**config.mk**
```make
export PLATFORM = sky130hd
export DESIGN_NAME = ram_rd_streamer
export DESIGN_NICKNAME = d
export VERILOG_FILES = /design/src/rtl/ram_rd_pkg.sv /design/src/rtl/ram_rd_skid_fifo.sv /design/src/rtl/ram_rd_streamer.sv
export SDC_FILE = /design/constraint.sdc
export NUM_CORES = 1
export LEC_CHECK = 0
export BUFFER_PORTS_ARGS = -buffer_cell sky130_fd_sc_hd__clkbuf_2
export CAP_MARGIN = 25
export CORE_MARGIN = 1
export CORE_UTILIZATION = 35
export DETAILED_ROUTE_END_ITERATION = 8
export PLACE_DENSITY = 0.53
export SLEW_MARGIN = 0
export SYNTH_ARGS = -nofsm -noshare
export SYNTH_HDL_FRONTEND = slang
export SYNTH_SLANG_ARGS = --single-unit
```
**constraint.sdc**
```tcl
create_clock -name clk -period 10.65 [get_ports clk]
set_input_delay 2.13 -clock clk [delete_from_list [all_inputs] [get_ports clk]]
set_output_delay 2.13 -clock clk [all_outputs]
set_load 0.01 [all_outputs]
```
**src/rtl/ram_rd_pkg.sv**
```systemverilog
// Shared state encoding and sizing helpers for the RAM read streamer.
package ram_rd_pkg;

   typedef enum logic [1:0] {
      IDLE  = 2'd0,
      RUN   = 2'd1,
      DRAIN = 2'd2
   } rd_state_t;

   localparam int RAM_LAT_NO_OREG = 1;
   localparam int RAM_LAT_OREG    = 2;

   // One slot per in-flight read plus two for the stream-side slack.
   function automatic int fifo_depth(input int lat);
      return lat + 2;
   endfunction

endpackage

```
**src/rtl/ram_rd_skid_fifo.sv**
```systemverilog
// Small register FIFO holding {last, data} beats between the RAM read pipe and the stream port.
module ram_rd_skid_fifo #(
   parameter int WIDTH  = 33,
   parameter int DEPTH  = 3,
   parameter int CWIDTH = $clog2(DEPTH + 1)
) (
   input  logic              clk,
   input  logic              reset,
   input  logic              push,
   input  logic [WIDTH-1:0]  push_data,
   input  logic              pop,
   output logic [WIDTH-1:0]  pop_data,
   output logic [CWIDTH-1:0] count,
   output logic              empty,
   output logic              full
);

   localparam int PWIDTH = (DEPTH > 1) ? $clog2(DEPTH) : 1;

   logic [WIDTH-1:0]  mem_reg [DEPTH];
   logic [PWIDTH-1:0] wr_ptr_reg;
   logic [PWIDTH-1:0] rd_ptr_reg;
   logic [CWIDTH-1:0] count_reg;
   logic              do_push;
   logic              do_pop;

   function automatic logic [PWIDTH-1:0] ptr_inc(input logic [PWIDTH-1:0] p);
      return (p == PWIDTH'(DEPTH - 1)) ? '0 : p + PWIDTH'(1);
   endfunction

   assign empty    = (count_reg == '0);
   assign full     = (count_reg == CWIDTH'(DEPTH));
   assign count    = count_reg;
   assign pop_data = mem_reg[rd_ptr_reg];
   assign do_pop   = pop && !empty;
   assign do_push  = push && (!full || do_pop);

   always_ff @(posedge clk or posedge reset) begin
      if (reset) begin
         for (int i = 0; i < DEPTH; i++) begin
            mem_reg[i] <= '0;
         end
         wr_ptr_reg <= '0;
         rd_ptr_reg <= '0;
         count_reg  <= '0;
      end else begin
         if (do_push) begin
            mem_reg[wr_ptr_reg] <= push_data;
            wr_ptr_reg          <= ptr_inc(wr_ptr_reg);
         end
         if (do_pop) begin
            rd_ptr_reg <= ptr_inc(rd_ptr_reg);
         end
         case ({do_push, do_pop})
            2'b10:   count_reg <= count_reg + CWIDTH'(1);
            2'b01:   count_reg <= count_reg - CWIDTH'(1);
            default: count_reg <= count_reg;
         endcase
      end
   end

endmodule

```
**src/rtl/ram_rd_streamer.sv**
```systemverilog
// Drains {start address, word count} from a block RAM read port into a valid/ready stream.
// Optional stall statistic enabled by defining RAM_RD_STREAMER_STATS_EN.
module ram_rd_streamer
   import ram_rd_pkg::*;
#(
   parameter int DWIDTH      = 32,
   parameter int AWIDTH      = 8,
   parameter int LWIDTH      = 16,
   parameter int RAM_LATENCY = 1
) (
   input  logic              clk,
   input  logic              reset,
   input  logic [AWIDTH-1:0] cmd_addr,
   input  logic [LWIDTH-1:0] cmd_len,
   input  logic              cmd_valid,
   output logic              cmd_ready,
   output logic              ram_en,
   output logic              ram_we,
   output logic [AWIDTH-1:0] ram_addr,
   input  logic [DWIDTH-1:0] ram_dout,
   output logic [DWIDTH-1:0] o_tdata,
   output logic              o_tvalid,
   output logic              o_tlast,
   input  logic              o_tready,
   output logic              busy,
   output logic              done,
   output logic [31:0]       stall_cnt
);

   localparam int FIFO_DEPTH = fifo_depth(RAM_LATENCY);
   localparam int CWIDTH     = $clog2(FIFO_DEPTH + 1);

   rd_state_t         state_reg, state_next;
   logic [AWIDTH-1:0] addr_reg, addr_next;
   logic [LWIDTH-1:0] remaining_reg, remaining_next;
   logic [AWIDTH-1:0] last_addr_reg;
   logic              done_reg, done_next;
   logic [RAM_LATENCY-1:0] pipe_vld_reg;
   logic [RAM_LATENCY-1:0] pipe_last_reg;

   logic              issue;
   logic              credit_ok;
   logic [CWIDTH-1:0] inflight;
   logic [CWIDTH-1:0] fifo_count;
   logic              fifo_empty;
   logic              fifo_full;
   logic [DWIDTH:0]   fifo_head;
   logic              handshake;

   always_comb begin
      inflight = '0;
      for (int i = 0; i < RAM_LATENCY; i++) begin
         inflight = inflight + CWIDTH'(pipe_vld_reg[i]);
      end
   end

   // Reserve a FIFO slot for every read still travelling through the RAM.
   assign credit_ok = !fifo_full &&
                      (({1'b0, fifo_count} + {1'b0, inflight}) < (CWIDTH + 1)'(FIFO_DEPTH));

   assign handshake = o_tvalid && o_tready;

   always_comb begin
      state_next     = state_reg;
      addr_next      = addr_reg;
      remaining_next = remaining_reg;
      done_next      = 1'b0;
      issue          = 1'b0;
      cmd_ready      = 1'b0;
      case (state_reg)
         IDLE: begin
            cmd_ready = 1'b1;
            if (cmd_valid) begin
               addr_next      = cmd_addr;
               remaining_next = cmd_len;
               if (cmd_len == '0) begin
                  done_next = 1'b1;
               end else begin
                  state_next = RUN;
               end
            end
         end
         RUN: begin
            if (credit_ok) begin
               issue          = 1'b1;
               addr_next      = addr_reg + AWIDTH'(1);
               remaining_next = remaining_reg - LWIDTH'(1);
               if (remaining_reg == LWIDTH'(1)) begin
                  state_next = DRAIN;
               end
            end
         end
         DRAIN: begin
            if (handshake && o_tlast) begin
               state_next = IDLE;
               done_next  = 1'b1;
            end
         end
         default: state_next = IDLE;
      endcase
   end

   always_ff @(posedge clk or posedge reset) begin
      if (reset) begin
         state_reg     <= IDLE;
         addr_reg      <= '0;
         remaining_reg <= '0;
         last_addr_reg <= '0;
         done_reg      <= 1'b0;
         pipe_vld_reg  <= '0;
         pipe_last_reg <= '0;
      end else begin
         state_reg        <= state_next;
         addr_reg         <= addr_next;
         remaining_reg    <= remaining_next;
         last_addr_reg    <= ram_addr;
         done_reg         <= done_next;
         pipe_vld_reg[0]  <= issue;
         pipe_last_reg[0] <= issue && (remaining_reg == LWIDTH'(1));
         for (int i = 1; i < RAM_LATENCY; i++) begin
            pipe_vld_reg[i]  <= pipe_vld_reg[i-1];
            pipe_last_reg[i] <= pipe_last_reg[i-1];
         end
      end
   end

   // Idle read cycles re-present the previous address so the RAM sees a stable bus.
   assign ram_addr = issue ? addr_reg : last_addr_reg;
   assign ram_we   = 1'b0;
   assign busy     = (state_reg != IDLE);
   assign done     = done_reg;

   generate
      if (RAM_LATENCY == RAM_LAT_OREG) begin : g_en_oreg
         // The output register shares the enable, so it must clock every cycle.
         assign ram_en = busy;
      end else begin : g_en_noreg
         assign ram_en = issue;
      end
   endgenerate

   ram_rd_skid_fifo #(
      .WIDTH  (DWIDTH + 1),
      .DEPTH  (FIFO_DEPTH),
      .CWIDTH (CWIDTH)
   ) u_fifo (
      .clk       (clk),
      .reset     (reset),
      .push      (pipe_vld_reg[RAM_LATENCY-1]),
      .push_data ({pipe_last_reg[RAM_LATENCY-1], ram_dout}),
      .pop       (o_tready),
      .pop_data  (fifo_head),
      .count     (fifo_count),
      .empty     (fifo_empty),
      .full      (fifo_full)
   );

   assign o_tvalid = !fifo_empty;
   assign o_tdata  = fifo_head[DWIDTH-1:0];
   assign o_tlast  = o_tvalid && fifo_head[DWIDTH];

`ifdef RAM_RD_STREAMER_STATS_EN
   logic [31:0] stall_cnt_reg;

   always_ff @(posedge clk or posedge reset) begin
      if (reset) begin
         stall_cnt_reg <= '0;
      end else if (cmd_valid && cmd_ready) begin
         stall_cnt_reg <= '0;
      end else if (o_tvalid && !o_tready && (stall_cnt_reg != '1)) begin
         stall_cnt_reg <= stall_cnt_reg + 32'd1;
      end
   end

   assign stall_cnt = stall_cnt_reg;
`else
   assign stall_cnt = '0;
`endif

endmodule

```
==> results.md, run 1 <==
- Worst Clk Skew: 8.09 ps
- DRT Wirelength: 16.6 mm
- Setup violations, final: 0
- RR Endpoint: addr_reg[2]
- Hold Crit Start: u_fifo.mem_reg[47]
- Post-Synthesis Cells: 620
- DRC: 0
- Final WS setup: 5850 ps
- Post-route cell area: 8400 µm²
- Hold Path Depth: 1
- Clk Latency, worst-skew pair: 420 ps
- WHS: 491 ps
- Mapped Area: 7210 µm²
- Final Hold Fails: 0
- PostCTS Resize Cnt: 0
- Vias in the first global route: 5,232
- Global-route wire length before repair: 27.1 mm
- CP Launch Point: u_fifo.count[0]
- Syn Area/Cell: 11.6 µm²
- CTS clk-pin slew, worst paths: 60 ps
- Global Route Usage Sum: 0.164
- WHS Endpoint: u_fifo.mem_reg[47]
- Diode count: 0
- Main synth FF type: dfrtp_1
- Hpwl dp: 10.7 mm
- Final min period: 4800 ps
- Area growth, synth to finish: 16.6%
- Routed Antenna Nets: 0
- Fraction of registers with async set/reset: 1.00
- Synth cell types: 60
- Worst Path Required: 8520 ps
- Cells along the critical path: ha_1, ha_1, a221oi_4, nand2_1, mux2_2, clkbuf_2
- Crit start category: flip-flop
- H-Tree Depth: 4
- GPL Wtd Cong: 0.805
- First-pass DRT Iterations: 6
- Outcome: finished clean
- Worst r2r path cells: 6
- Most used cell, CP: ha_1
- Initial Util: 0.356
- Total CTS buffers: 17
- DR vias: 5,033
- Relative slew slack: 0.464
- Die H: 145 µm
- WS Path Type: reg2out
- I/O Buffers: 105
- Fin crit share: 0.451
- Layout cells sized above 1: 0.326
- Sequential-to-total area share from yosys stat: 0.493
- Core area: 20,200 µm²
- CTS tree: yes
- CTS Root Cell: clkbuf_16
- Die X: 145 µm
- Hold WC Path Type: reg2reg
- Dpl ws: 6240 ps
- DP Area: 7820 µm²
- Crit path largest cell delay: 490 ps
- Pins Over Slew Limit: 0
- Clk buf depth: 2
- Placement Rows: 52
- GR Overflow Total: 0
- #FFs+latches synth: 142
- Slowest-stage cell, CP: dfrtp_1
- FF-to-FF Start: u_fifo.count[0]
- RSZ-0062 raised after global routing: no
- Nets: 781
- Crit Path Max Fanout: 9
- R2r setup slk: 8050 ps
- Crit. End Element: output port
- Largest net degree at the start of global routing: 82
- P per Cell Area: 136 nW/µm²
- Setup Buffers After CTS: 0
- P_leak: 4.18 nW
- VDD IR-drop max: 0.0844 mV
- Die ar.: 21,200 µm²
- Number of flops mapped to enable cells by yosys: 0
- Sink Count: 142
- Via/cell ratio: 5.05
- Synthesis Warnings: 0
- DR iter-0 viols: 180
- Maxcap violations: 0
- Worst Tran Pin Value: 804 ps
- Filler cells: 1,961
- Hold buffers post-CTS: 0
- WL per Instance: 16.7 µm
- Ports: 139
- Initial antenna violation count: 0
- TNS Setup: 0 ps
- Fmax: 208 MHz
- Worst EP arrival: 2670 ps
- Max FFs per register: 99
-- synthesized netlist by cell type, drive strengths merged, types with 2 or more instances --
library cell / instances / area [µm²]
dfrtp: 142 / 3550
mux2: 108 / 1330
nand2: 56 / 210
buf: 52 / 385
o21ai: 42 / 214
mux2i: 36 / 360
nor2: 26 / 97.6
a21oi: 25 / 125
clkbuf: 20 / 75.1
inv: 11 / 41.3
nor3: 9 / 55.1
o22ai: 8 / 50.1
nand3: 7 / 35.0
nor4: 7 / 65.1
a2bb2oi: 6 / 52.6
ha: 6 / 75.1
o22a: 6 / 52.6
a31oi: 4 / 25.0
nor2b: 4 / 25.0
or4: 3 / 26.3
a311oi: 2 / 17.5
a41oi: 2 / 17.5
and4: 2 / 17.5
nand2b: 2 / 12.5
nand4: 2 / 12.5
o21a: 2 / 15.0
o221ai: 2 / 17.5
o32ai: 2 / 17.5
or2: 2 / 12.5
or3: 2 / 12.5
or3b: 2 / 17.5
xnor2: 2 / 17.5
-- critical path: cells and delay by family, from the launching register on --
family                   cells  cell delay [ps]
adder cells (fa/ha/maj)      2              560
flip-flops                   1              490
multiplexers                 1              380
AO/OA/AOI/OAI                1              360
AND/OR/NAND/NOR              1              340
buffers and inverters        1              130
-- cell families (layout without fill, tap and decap cells) --
kind of cell	after synthesis	in the layout	synth area share
multiplexers	144	144	0.234
buffers and inverters	83	157	0.0696
XOR/XNOR	3	3	0.00365
adder cells (fa/ha/maj)	6	6	0.0104
AND/OR/NAND/NOR	127	127	0.0863
other	1	33	0.000520
AO/OA/AOI/OAI	114	114	0.102
flip-flops	142	142	0.493
-- placed cells by master, fill, tap and decap left out, types with 17 or more instances in the layout --
cell	n
clkbuf_16	17
conb_1	33
mux2_1	29
nor2_1	26
mux2i_1	36
clkbuf_2	105
o21ai_0	41
a21oi_1	25
nand2_1	56
mux2_2	49
dfrtp_1	141
mux2_4	30
-- how the worst max path moves through the flow --
stage	to	slack, ps	cells after the start
after floorplan	addr_reg[0]	4710	1
after global placement	ram_addr[6]	6350	6
after detailed placement	ram_addr[7]	6240	6
after CTS	ram_addr[3]	5800	6
after global routing	ram_addr[3]	5670	6
final	ram_addr[3]	5850	6
-- area by class of cell --
cell class              instances  area (µm²)  area share
flip-flops and latches        142        3550       0.423
multi-input cells             427        3280       0.390
repair buffers                116         628      0.0748
clock buffers                  20         437      0.0520
well taps                     270         338      0.0402
clock inverters                10         118      0.0140
inverters                      11        46.3     0.00551
-- power by group --
group / switching (mW) / internal, mW
clock network: 0.222 / 0.342
logic: 0.0262 / 0.0120
registers: 0.000397 / 0.540
-- layer usage --
metal	vias to the layer above	global-route usage	share of wire
li1	2352	-	-
met5	-	0	0
met2	163	0.277	0.50
met1	2500	0.204	0.45
met4	0	0.0605	0.013
met3	18	0.0379	0.044
-- per-stage QoR --
stage                     total power [mW]  std cells   util
final                                 1.14        996  0.415
after floorplan                      0.577        652      -
after detailed placement             0.587        965  0.386
after CTS                             1.16        995  0.414
after global routing                  1.19        996  0.415
after global placement               0.586        965  0.386
Power figures use the tool's default switching activity.
==> run 2, diff against run 1 <==
==> constraint.sdc (replaced) <==
create_clock -name clk -period 5 [get_ports clk]
set_input_delay 1 -clock clk [delete_from_list [all_inputs] [get_ports clk]]
set_output_delay 1 -clock clk [all_outputs]
set_load 0.01 [all_outputs]
==> run 2 against run 1 <==
Clock skew shrank 1.7 ps. Largest power group unchanged. Via count grew 0.16%. Sequential share of layout area down 0.50 points. Worst setup slack lost 4600 ps. Power up 130%. Routed wire length increased by 1.4%. Critical path depth did not move. Critical endpoint is now ram_addr[4]. Cell count grew 0.10%. Register-to-register slack worse by 5800 ps. Non-clock buffer count did not move. Critical path type unchanged.
==> results.md, run 2 (same netlist as run 1, synthesis figures left out) <==
- Filler cells: 1,950
- Register area: 3550 µm²
- Max FFs per register: 99
- P per Cell Area: 308 nW/µm²
- GR Overflow Total: 0
- CTS Root Cell: clkbuf_16
- Die X: 145 µm
- Commonest non-fill, non-tap cell in the layout: dfrtp_1
- Hold buffers post-CTS: 0
- PostCTS Resize Cnt: 0
- Final Hold Fails: 0
- Worst Tran Pin Value: 1110 ps
- Outcome: finished clean
- Hpwl dp: 11.0 mm
- RSZ-0062 raised after global routing: no
- Die H: 145 µm
- Global-route wire length before repair: 27.5 mm
- H-Tree Depth: 4
- VDD IR-drop max: 0.201 mV
- WS Path Type: reg2out
- Setup Buffers After CTS: 0
- Setup violations, final: 0
- Worst EP arrival: 2720 ps
- Worst Clk Skew: 6.41 ps
- Final min period: 3720 ps
- Initial Util: 0.356
- Clk Latency, worst-skew pair: 420 ps
- Hold WC Path Type: in2async
- Layout cells sized above 1: 0.330
- First-pass DRT Iterations: 4
- Largest net degree at the start of global routing: 114
- Routed Antenna Nets: 0
- TNS Setup: 0 ps
- Post-Place Cells: 965
- Worst Path Required: 4000 ps
- Nets: 781
- Vias in the first global route: 5,184
- Total CTS buffers: 17
- P_leak: 4.23 nW
- Via/cell ratio: 5.06
- Area growth, synth to finish: 18.0%
- Pins Over Slew Limit: 0
- DR iter-0 viols: 192
- Maxcap violations: 0
- GPL Wtd Cong: 0.820
- Clk buf depth: 2
- Commonest non-fill, non-tap cells in the layout: dfrtp_1 (141), clkbuf_2 (105), nand2_1 (56)
- Die ar.: 21,200 µm²
- CTS clk-pin slew, worst paths: 60 ps
- Initial antenna violation count: 0
- CTS tree: yes
- Fin crit share: 0.743
- Multi-input gate area: 3280 µm²
- Core area: 20,200 µm²
- DR vias: 5,041
- Diode count: 0
- WL per Instance: 16.9 µm
- Non-Filler Instances: 997
- DRC: 0
- Global Route Usage Sum: 0.166
- Placement Rows: 52
- Ports: 139
- Crit start category: flip-flop
- Crit. End Element: output port
- Sink Count: 142
- Relative slew slack: 0.260
- I/O Buffers: 105
- Fmax: 269 MHz
- DRT Wirelength: 16.9 mm
- Crit Path Max Fanout: 9
[run 2: final cells by class]
type,count,share of cell area
clock buffers,18,0.0505
clock inverters,13,0.0250
inverters,11,0.00545
multi-input cells,427,0.386
flip-flops and latches,142,0.418
well taps,270,0.0397
repair buffers,116,0.0754
[run 2: worst max-delay path: stages (launching register included)]
cell      delay [ps]
dfrtp_1          490
ha_1             250
ha_1             320
a221oi_4         380
nand2_1          340
mux2_2           380
clkbuf_2         130
[run 2: per-stage QoR]
step	util	power [mW]	area (µm²)	hold slack (ps)	setup WS (ps)
CTS	0.419	2.66	8470	494	1260
global placement	0.386	1.25	7810	473	1830
finish	0.420	2.62	8500	489	1280
detailed placement	0.387	1.25	7830	481	1720
global route	0.420	2.73	8500	476	1120
floorplan	-	1.23	7330	464	190
[run 2: final timing paths]
path	slack, ps	to	cells after the start	startpoint
max in group asynchronous	3390	u_fifo.mem_reg[42]	4	reset
worst max register to register	2230	remaining_reg[11]	7	u_fifo.count[0]
worst max-delay path	1280	ram_addr[4]	6	u_fifo.count[0]
min in group clk	490	u_fifo.mem_reg[49]	1	u_fifo.mem_reg[49]
worst min register to register	490	u_fifo.mem_reg[49]	1	u_fifo.mem_reg[49]
worst min-delay path	490	u_fifo.mem_reg[55]	2	reset
[run 2: where the power goes]
group / internal, mW / switching, mW
registers: 1.15 / 0.000885
logic: 0.0256 / 0.0556
clock network: 0.888 / 0.501
[run 2: per-layer routing]
layer  wire length (µm)  GRT usage  vias up
li1                   -          -     2340
met1               7540      0.211     2546
met2               8350      0.277      133
met3                761     0.0417       22
met4                201     0.0532        0
met5                  0          0        -
==> run 3, diff against run 2 <==
--- a/config.mk
+++ b/config.mk
@@ -10,7 +10,7 @@
 export CORE_MARGIN = 1
 export CORE_UTILIZATION = 35
 export DETAILED_ROUTE_END_ITERATION = 8
-export PLACE_DENSITY = 0.53
+export PLACE_DENSITY = 0.55
 export SLEW_MARGIN = 0
 export SYNTH_ARGS = -nofsm -noshare
 export SYNTH_HDL_FRONTEND = slang
==> constraint.sdc (replaced) <==
create_clock -name clk -period 3.36 [get_ports clk]
set_input_delay 0.672 -clock clk [delete_from_list [all_inputs] [get_ports clk]]
set_output_delay 0.672 -clock clk [all_outputs]
set_load 0.01 [all_outputs]
==> run 3 against run 2 <==
Cell count up 0.30%. Die area did not move. Largest power group unchanged. Hold slack got worse by 150 ps. Clock power increased by 31%.
==> results.md, run 3 (same netlist as run 1, synthesis figures left out) <==
- Worst Tran Pin Value: 905 ps
- First-pass DRT Iterations: 5
- Via/cell ratio: 5.05
- H-Tree Depth: 4
- Die H: 145 µm
- Final min period: 3190 ps
- Slowest-stage cell, CP: dfrtp_1
- Worst r2r path cells: 7
- Total CTS buffers: 17
- Most used cell, CP: ha_1
- RSZ-0062 raised after global routing: no
- Hold WC Path Type: in2async
- P_leak: 4.19 nW
- Placement Rows: 52
- Sink Count: 142
- Final Hold Fails: 0
- Maxcap violations: 0
- I/O Buffers: 105
- Core area: 20,200 µm²
- R2r setup slk: 730 ps
- Setup violations, final: 0
- GR Overflow Total: 0
- CTS clk-pin slew, worst paths: 70 ps
- Layout cells sized above 1: 0.334
- Post-route cell area: 8460 µm²
- Outcome: finished clean
- Crit path largest cell delay: 480 ps
- Hpwl dp: 11.2 mm
- P per Cell Area: 432 nW/µm²
- Relative slew slack: 0.397
- RR Endpoint: addr_reg[4]
- DRC: 0
- Clk buf depth: 2
- Pins Over Slew Limit: 0
- Top Family by Delay on Critical Path: adder cells
- Vias in the first global route: 5,321
- CTS Root Cell: clkbuf_16
- Largest net degree at the start of global routing: 76
- TNS Setup: 0 ps
- Global-route wire length before repair: 27.5 mm
- Crit Path Max Fanout: 9
- Clk Latency, worst-skew pair: 420 ps
- Die X: 145 µm
- Area growth, synth to finish: 17.4%
- Fmax: 313 MHz
- Worst Path Required: 2690 ps
- DR iter-0 viols: 259
- DP Area: 7880 µm²
- GPL Wtd Cong: 0.795
- Die ar.: 21,200 µm²
- VDD IR-drop max: 0.292 mV
- Initial Util: 0.356
- Max FFs per register: 99
- WS Path Type: reg2out
- Global Route Usage Sum: 0.166
- DRT Wirelength: 16.8 mm
- CTS tree: yes
- Commonest non-fill, non-tap cells in the layout: dfrtp_1 (141), clkbuf_2 (105), nand2_1 (55)
- Hold buffers post-CTS: 0
- DR vias: 5,047
- Crit. End Element: output port
- Diode count: 0
- WL per Instance: 16.8 µm
- Worst Path Buf+Inv: 1
- Crit start category: flip-flop
- Fin crit share: 0.950
- Initial antenna violation count: 0
- Cells along the critical path: ha_1, ha_1, a221oi_4, nand2_4, mux2_2, clkbuf_2
- Routed Antenna Nets: 0
- Worst Clk Skew: 10.5 ps
- FF-to-FF Start: u_fifo.count[0]
- Worst EP arrival: 2520 ps
- Ports: 139
- Commonest non-fill, non-tap cell in the layout: dfrtp_1
- Nets: 783
[run 3: cell types whose count changed in the layout (fill, tap and decap cells not counted), sizes merged]
| cell | before | now |
|---|---|---|
| bufinv | 5 | 1 |
| clkinvlp | 2 | 6 |
| buf | 11 | 13 |
| clkbuf | 123 | 124 |
| clkinv | 3 | 2 |
| inv | 14 | 15 |
[run 3: metrics by stage]
stage	power (mW)	setup WS (ps)	hold slack (ps)	cells	utilization
floorplan	1.83	877	464	652	-
global placement	1.86	495	473	968	0.389
detailed placement	1.87	424	481	968	0.389
CTS	3.72	92.0	351	1000	0.418
global route	3.80	51.0	371	1000	0.418
finish	3.65	169	341	1000	0.418
[run 3: worst max-delay path by stage]
stage                          startpoint           to  slack, ps  depth (start not counted)
after floorplan              pipe_vld_reg  ram_addr[0]        880                          5
after global placement    u_fifo.count[0]  ram_addr[7]        500                          6
after detailed placement  u_fifo.count[0]  ram_addr[5]        420                          6
after CTS                 u_fifo.count[0]  ram_addr[5]         90                          6
after global routing      u_fifo.count[0]  ram_addr[4]         50                          6
final                     u_fifo.count[0]  ram_addr[6]        170                          6
[run 3: final cells by class]
cell class	instances	area [µm²]
fill	1919	11800
sequential	142	3550
multi-input combinational	427	3290
timing repair buffer	118	661
clock buffer	19	443
tap	270	338
clock inverter	13	129
inverter	11	45.0
[run 3: per-layer routing]
layer / part of all wire / GRT usage
met4: 0.013 / 0.0595
met5: 0 / 0
met2: 0.49 / 0.279
met3: 0.050 / 0.0386
met1: 0.45 / 0.208
[run 3: where the power goes]
| part | internal, mW | switching [mW] |
|---|---|---|
| Sequential | 1.71 | 0.00141 |
| Clock | 1.05 | 0.768 |
| Combinational | 0.0370 | 0.0831 |
[run 3: what timing repair did]
action	CTS	global route
resized for setup	1	1
setup buffers	0	0
endpoints found under the setup margin	8	5
